<file path="config.mk">
export PLATFORM = sky130hd
export DESIGN_NAME = prefetch_queue
export DESIGN_NICKNAME = d
export VERILOG_FILES = /design/src/rtl/prefetch_queue.sv
export SDC_FILE = /design/constraint.sdc
export NUM_CORES = 1
export LEC_CHECK = 0
export CELL_PAD_IN_SITES_DETAIL_PLACEMENT = 0
export CELL_PAD_IN_SITES_GLOBAL_PLACEMENT = 1
export CORE_ASPECT_RATIO = 1.4
export CORE_MARGIN = 2
export CORE_UTILIZATION = 40
export DETAILED_ROUTE_END_ITERATION = 12
export PLACE_DENSITY = 0.7
export SYNTH_ARGS = -nofsm -noshare
export SYNTH_HDL_FRONTEND = slang
export SYNTH_SLANG_ARGS = --single-unit
</file>
<file path="constraint.sdc">
create_clock -name clk -period 3.56 [get_ports clk]
set_input_delay 0.712 -clock clk [delete_from_list [all_inputs] [get_ports clk]]
set_output_delay 0.712 -clock clk [all_outputs]
set_load 0.02 [all_outputs]
</file>
<file path="src/rtl/prefetch_queue.sv">
// Instruction prefetch queue: issues sequential fetches against a fixed
// one-cycle-latency instruction memory and buffers the returned words for decode.
module prefetch_queue #(
    parameter int                    DATA_WIDTH = 32,
    parameter int                    DEPTH      = 4,
    parameter logic [DATA_WIDTH-1:0] RESET_PC   = '0
) (
    input  logic                  clk,
    input  logic                  rst,
    input  logic                  redirect,
    input  logic [DATA_WIDTH-1:0] redirect_pc,
    output logic                  imem_req,
    output logic [DATA_WIDTH-1:0] imem_addr,
    input  logic [DATA_WIDTH-1:0] imem_rdata,
    output logic                  out_valid,
    output logic [DATA_WIDTH-1:0] out_instr,
    output logic [DATA_WIDTH-1:0] out_pc,
    input  logic                  out_ready
);

    localparam int PW = (DEPTH > 1) ? $clog2(DEPTH) : 1;
    localparam int CW = PW + 1;
    localparam logic [PW-1:0]         PTR_ONE   = 1;
    localparam logic [CW-1:0]         CNT_ONE   = 1;
    localparam logic [CW:0]           DEPTH_OCC = DEPTH[CW:0];
    localparam logic [DATA_WIDTH-1:0] PC_STEP   = 4;

    logic [DATA_WIDTH-1:0] fetch_pc_q, fetch_pc_d;
    logic [DATA_WIDTH-1:0] tag_q, tag_d;
    logic                  inflight_q, inflight_d;
    logic                  discard_q, discard_d;
    logic [PW-1:0]         head_q, head_d;
    logic [PW-1:0]         tail_q, tail_d;
    logic [CW-1:0]         count_q, count_d;
    logic [DATA_WIDTH-1:0] instr_q [DEPTH];
    logic [DATA_WIDTH-1:0] instr_d [DEPTH];
    logic [DATA_WIDTH-1:0] pc_q    [DEPTH];
    logic [DATA_WIDTH-1:0] pc_d    [DEPTH];

    logic [CW:0] occupancy;
    logic        push;
    logic        pop;

    // Outstanding fetch counts against capacity so its response always has a slot.
    always_comb begin
        occupancy = {1'b0, count_q} + {{CW{1'b0}}, inflight_q};
        imem_req  = !rst && !redirect && (occupancy < DEPTH_OCC);
        imem_addr = fetch_pc_q;
        out_valid = !rst && (count_q != '0);
        out_instr = instr_q[head_q];
        out_pc    = pc_q[head_q];
        push      = inflight_q && !discard_q;
        pop       = out_valid && out_ready;
    end

    always_comb begin
        fetch_pc_d = fetch_pc_q;
        tag_d      = tag_q;
        inflight_d = imem_req;
        discard_d  = 1'b0;
        head_d     = head_q;
        tail_d     = tail_q;
        count_d    = count_q;
        instr_d    = instr_q;
        pc_d       = pc_q;

        if (imem_req) begin
            fetch_pc_d = fetch_pc_q + PC_STEP;
            tag_d      = fetch_pc_q;
        end
        if (push) begin
            instr_d[tail_q] = imem_rdata;
            pc_d[tail_q]    = tag_q;
            tail_d          = tail_q + PTR_ONE;
        end
        if (pop) begin
            head_d = head_q + PTR_ONE;
        end
        case ({push, pop})
            2'b10:   count_d = count_q + CNT_ONE;
            2'b01:   count_d = count_q - CNT_ONE;
            default: count_d = count_q;
        endcase

        // Flush after any same-cycle handshake; the consumer keeps that word.
        if (redirect) begin
            fetch_pc_d = {redirect_pc[DATA_WIDTH-1:2], 2'b00};
            head_d     = '0;
            tail_d     = '0;
            count_d    = '0;
            inflight_d = 1'b0;
            discard_d  = 1'b1;
        end
    end

    always_ff @(posedge clk) begin
        if (rst) begin
            fetch_pc_q <= RESET_PC;
            tag_q      <= '0;
            inflight_q <= 1'b0;
            discard_q  <= 1'b0;
            head_q     <= '0;
            tail_q     <= '0;
            count_q    <= '0;
        end else begin
            fetch_pc_q <= fetch_pc_d;
            tag_q      <= tag_d;
            inflight_q <= inflight_d;
            discard_q  <= discard_d;
            head_q     <= head_d;
            tail_q     <= tail_d;
            count_q    <= count_d;
        end
    end

    // Payload storage needs no reset; count gates visibility.
    always_ff @(posedge clk) begin
        instr_q <= instr_d;
        pc_q    <= pc_d;
    end

endmodule
</file>
== Yosys cells after proc, flatten, opt, wreduce, memory -nomap -nowiden ==
Index checks and enable logic that the tools add are counted.

* Logic and storage cells: 57
* Output and inout port bits: 98
* Flip-flop bits (word level): 329

* Order comparisons: 4
* Equality and inequality tests: 2
* Reductions and logical operators: 13
* Multiplexer cells: 14
* Bitwise logic cells: 2
* Add/subtract/negate cells: 6

{| class="wikitable"
|+ Operator list
! kind !! count
|-
| $bwmux 128 || 2
|-
| $mux 32 || 7
|-
| $bmux 32 s2 || 2
|-
| $demux 32 s2 || 1
|-
| $add 32x3->32 const B || 1
|-
| $ge 3x3->1 const B || 2
|-
| $logic_and 1x1->1 || 6
|-
| $not 2->3 || 2
|-
| $pmux 3 s2 || 1
|-
| $add 2x1->2 const B || 2
|-
| $add 3x1->4 || 1
|-
| $lt 4x3->1 const B || 1
|-
| $reduce_bool 2->1 || 2
|-
| $add 3x1->3 const B || 1
|-
| $logic_not 1->1 || 3
|-
| $lt 3x1->1 const B || 1
|-
| $reduce_bool 3->1 || 1
|-
| $sub 3x1->3 const B || 1
|-
| $eq 2x1->1 const B || 1
|-
| $eq 2x2->1 const B || 1
|-
| $reduce_or 2->1 || 1
|-
| $mux 1 || 1
|}

== Depth between registers and ports, before layout ==
* Word-level depth: 6
* Mapped depth: 9

== Worst setup path after synthesis ==
OpenSTA, ideal clock, no wires.

* Path type: reg2reg
* From: reg inflight_q
* To: reg instr_q[0] (netlist name), enable pin
* Stages on the path, launching flop included: 4
* Arrival: 2.171 ns
* Required time: 3.134 ns
* Path buffers: 1
* Path slack: 0.962 ns
* Cell sequence: dfxtp_1 nor2b_1 clkbuf_1 and2_1

* Word-level cells in the longest chain between the ends: 1

{| class="wikitable"
|+ Ends and longest elaborated chain
! what !! RTL line !! RTL
|-
| from (decl) || 30 || <nowiki>logic inflight_q, inflight_d;</nowiki>
|-
| from (signal assigned) || 108 || <nowiki>inflight_q <= inflight_d;</nowiki>
|-
| $logic_and 1x1->1 || 52 || <nowiki>push = inflight_q && !discard_q;</nowiki>
|-
| to (signal assigned) || 118 || <nowiki>instr_q <= instr_d;</nowiki>
|-
| to (decl) || 35 || <nowiki>logic [DATA_WIDTH-1:0] instr_q [DEPTH];</nowiki>
|}

Every way passes these cells.
A chain may end at the register's enable or synchronous reset.

== Worst setup path in the final report ==
* From: reg head_q[0]
* To: out out_instr[3]

* Word-level cells in the longest chain between the ends: 4

{| class="wikitable"
|+ Ends and longest elaborated chain
! what !! RTL line !! RTL
|-
| from (decl) || 32 || <nowiki>logic [PW-1:0] head_q, head_d;</nowiki>
|-
| from (signal assigned) || 102 || <nowiki>head_q <= '0;</nowiki>
|-
| from (signal assigned) || 110 || <nowiki>head_q <= head_d;</nowiki>
|-
| $not 2->3 (implied by the code) || 50 || <nowiki>out_instr = instr_q[head_q];</nowiki>
|-
| $bmux 32 s2 || 50 ||
|-
| $mux 32 (implied by the code) (2 in series) || 50 ||
|-
| to (decl) || 16 || <nowiki>output logic [DATA_WIDTH-1:0] out_instr,</nowiki>
|}

Every way passes these cells. The select of a mux whose other input is x is not followed.

==> results.txt <==
number of global-route vias before repair -> 7216
share of final-layout standard cells stronger than drive strength 1 -> 0.149
effective utilization at floorplan -> 0.407
data required time at the worst endpoint -> 2.85 ns
Hold Crit Class -> flip-flop to flip-flop
total of warnings raised by yosys -> 0
Slew Limit Fails -> 0
result of the run -> completed
Critical R2R Capture -> count_q[2]
Core Box Area -> 30000 um^2
post-detailed-route via-to-cell ratio -> 5.14
max cap viols -> 0
cts bufs inserted -> 30
largest cells by area after synthesis -> edfxtp_1 (61%), mux4_2 (11%), dfxtp_1 (11%)
antenna violations before repair -> 0
Peak VDD IR -> 0.000264 V
total vias in the final route -> 6794
Setup Buffers After CTS -> 0
asr flop ratio synth -> 0
total overflow reported by the global router -> 0
Synth cell types -> 43
Worst-path clk slew -> 0.06 ns
post-synth top area cell -> edfxtp_1
total clock sinks -> 317
clock root buffer master -> clkbuf_16
Critical R2R Launch -> count_q[0]
upper clock frequency limit -> 0.314 GHz
H-tree level count -> 1
final cell count without fillers -> 1322
overall track demand over capacity in global routing -> 0.164
Slowest-stage cell, CP -> mux4_2
primary flip-flop cell chosen by synthesis mapping -> edfxtp_1
Layout fillers -> 2571
largest net degree at the start of global routing -> 63
Setup Viol. Count Final -> 0
wire per inst -> 19.2 um
first-pass iteration count of the detailed router -> 4
Fin Clk Skew -> 0.0128 ns
crit path to -> out_instr[3]
die span in y -> 211 um
count of cells resized by post-cts repair -> 0
Critical Setup Path Class -> flip-flop to output pin
area share of the largest cell type after synthesis -> 0.609
combined area of the multi-input logic cells -> 3170 um^2
Bufs on Longest Clock Path -> 3
remaining routing DRC violations -> 0
critical-path maximum fanout -> 24
Worst Slack Setup Final -> 0.377 ns
DIE AREA -> 32000 um^2
leakage component of the power -> 0.00481 uW
signal arrival time at the worst endpoint -> 2.47 ns
post-synth design cell area -> 12200 um^2
wire length after detailed routing -> 25.4 mm
area of all placed cells without fillers -> 15300 um^2
area added between synthesis and finish -> 24.7%
Post-Place Cell Area -> 14300 um^2
Seq cells post-synth -> 317
setup repair after global routing missed its margin -> false
number of enable-type register cells in the synthesized netlist -> 248
Slew Limit Headroom -> 0.348
antenna diode instance count -> 0
I/O Pins -> 166
worst skew pair latency -> 0.55 ns
total number of nets in the final design -> 988
slowest cell delay on critical path -> 0.59 ns
Sequential Area -> 8840 um^2
worst hold margin -> 0.496 ns
cells along the critical path -> buf_4 -> mux4_2 -> clkdlybuf4s50_1
Total Neg Setup Slack -> 0 ns
origin of the worst setup path -> head_q[0]
number of DRC markers after the initial detailed-route iteration -> 341
clock tree from TritonCTS -> done
slack of the worst reg-to-reg path -> 1.28 ns
cell count after synthesis -> 748
number of hold buffers added after CTS -> 0
standard-cell row count -> 75
Hold Violations, Final -> 0
remaining antenna violation count -> 0
port buffer count -> 159
syn_area_per_cell -> 16.4 um^2
first-pass GRT wire length -> 40.3 mm
sort of element at the end of the critical path -> output pin
DP Cell Count -> 1266
Cell Pwr Density -> 503 nW/um^2
ratio of final minimum period to clock period -> 0.894
r2r worst-path depth -> 8
weighted congestion at the end of routability-driven global placement -> 0.766
share of synthesized area occupied by flip-flops and latches -> 0.722
horizontal die dimension -> 152 um
Final Critical Period -> 3.18 ns
startpoint type of the worst setup path -> flip-flop
Post-Place Setup Slack -> 0.544 ns
worst-margin pin slew -> 0.978 ns
hpwl dp -> 15.6 mm
## registers in the layout, indices dropped and copies added, names as in the netlist
signal and count:
instr_q 128, pc_q 120, imem_addr 30, tag_q 30, count_q 3, head_q 2
tail_q 2, discard_q 1, inflight_q 1
## routing by layer
metal / vias to the layer above / global-route usage / routed length [um]
met4: 0 / 0.0546 / 656
met2: 187 / 0.281 / 12900
met3: 34 / 0.0261 / 1290
li1: 3186 / - / -
met1: 3387 / 0.213 / 10600
met5: - / 0 / 0
## cells in the final DEF (no fill, tap or decap), types with 2 or more instances in the layout
cell,n
edfxtp_1,248
clkdlybuf4s50_1,158
nand2_1,89
dfxtp_1,67
mux4_2,62
a21oi_1,55
clkbuf_16,31
nor2_1,30
inv_1,18
xor2_1,18
nand3_1,14
nand4_1,13
xnor2_1,12
buf_4,11
o21ai_0,9
o21a_1,8
clkbuf_1,8
clkinv_2,7
ha_1,6
o22ai_1,5
mux2i_1,5
nor3_1,4
and2_4,4
and3_1,4
nor4_1,4
and4_1,4
conb_1,4
a31oi_1,3
clkinvlp_4,3
clkbuf_8,3
buf_12,3
or2_2,2
nor2b_1,2
and2_1,2
bufinv_16,2
dfxtp_4,2
## power breakdown
part           switching (uW)  internal (uW)  total (uW)
Sequential               67.8           4040        4110
Combinational             218            220         438
Clock                    1320           1800        3120
Total                    1610           6070        7670
## how the worst min path moves through the flow
stage / from / endpoint / slack [ns] / cells after the start
floorplan: tag_q[4] / pc_q[100] / 0.46 / 0
global placement: tag_q[21] / pc_q[21] / 0.48 / 0
detailed placement: tag_q[5] / tag_q[5] / 0.49 / 2
CTS: tag_q[5] / tag_q[5] / 0.50 / 2
global route: tag_q[5] / tag_q[5] / 0.52 / 2
finish: tag_q[5] / tag_q[5] / 0.50 / 2
## through the flow
stage                     utilization  total power, uW
final                           0.508             7670
after floorplan                     -             4390
after global routing            0.508             7960
after detailed placement        0.476             4640
after global placement          0.476             4630
after CTS                       0.508             7770
## worst max-delay path: cells and delay by family, from the launching register on
family / cells / cell delay (ns)
buf+inv: 2 / 0.97
flops: 1 / 0.36
mux: 1 / 0.59
## area by class of cell
class | instances | share of cell area
flip-flops and latches | 317 | 0.579
inverters | 18 | 0.00443
clock buffers | 42 | 0.0555
multi-input cells | 373 | 0.208
repair buffers | 173 | 0.113
well taps | 385 | 0.0316
clock inverters | 14 | 0.00828
## synth_stat cells (6+ instances only)
| master | instances |
|---|---|
| edfxtp_1 | 248 |
| nand2_1 | 89 |
| dfxtp_1 | 69 |
| mux4_2 | 62 |
| a21oi_1 | 55 |
| nor2_1 | 30 |
| clkbuf_1 | 27 |
| inv_1 | 18 |
| xor2_1 | 18 |
| nand3_1 | 14 |
| nand4_1 | 13 |
| xnor2_1 | 12 |
| buf_2 | 9 |
| o21ai_0 | 9 |
| o21a_1 | 8 |
| and2_1 | 6 |
| ha_1 | 6 |
## logic make-up after synthesis
| family | share of synthesized area |
|---|---|
| other | 0.000307 |
| and+or+nand+nor | 0.0702 |
| AOI/OAI and AO/OA | 0.0384 |
| muxes | 0.119 |
| buffers and inverters | 0.0209 |
| DFF | 0.722 |
| adders and majority gates | 0.00777 |
| xor gates and xnor gates | 0.0215 |
Note: power is estimated with default switching activity, not from simulation.
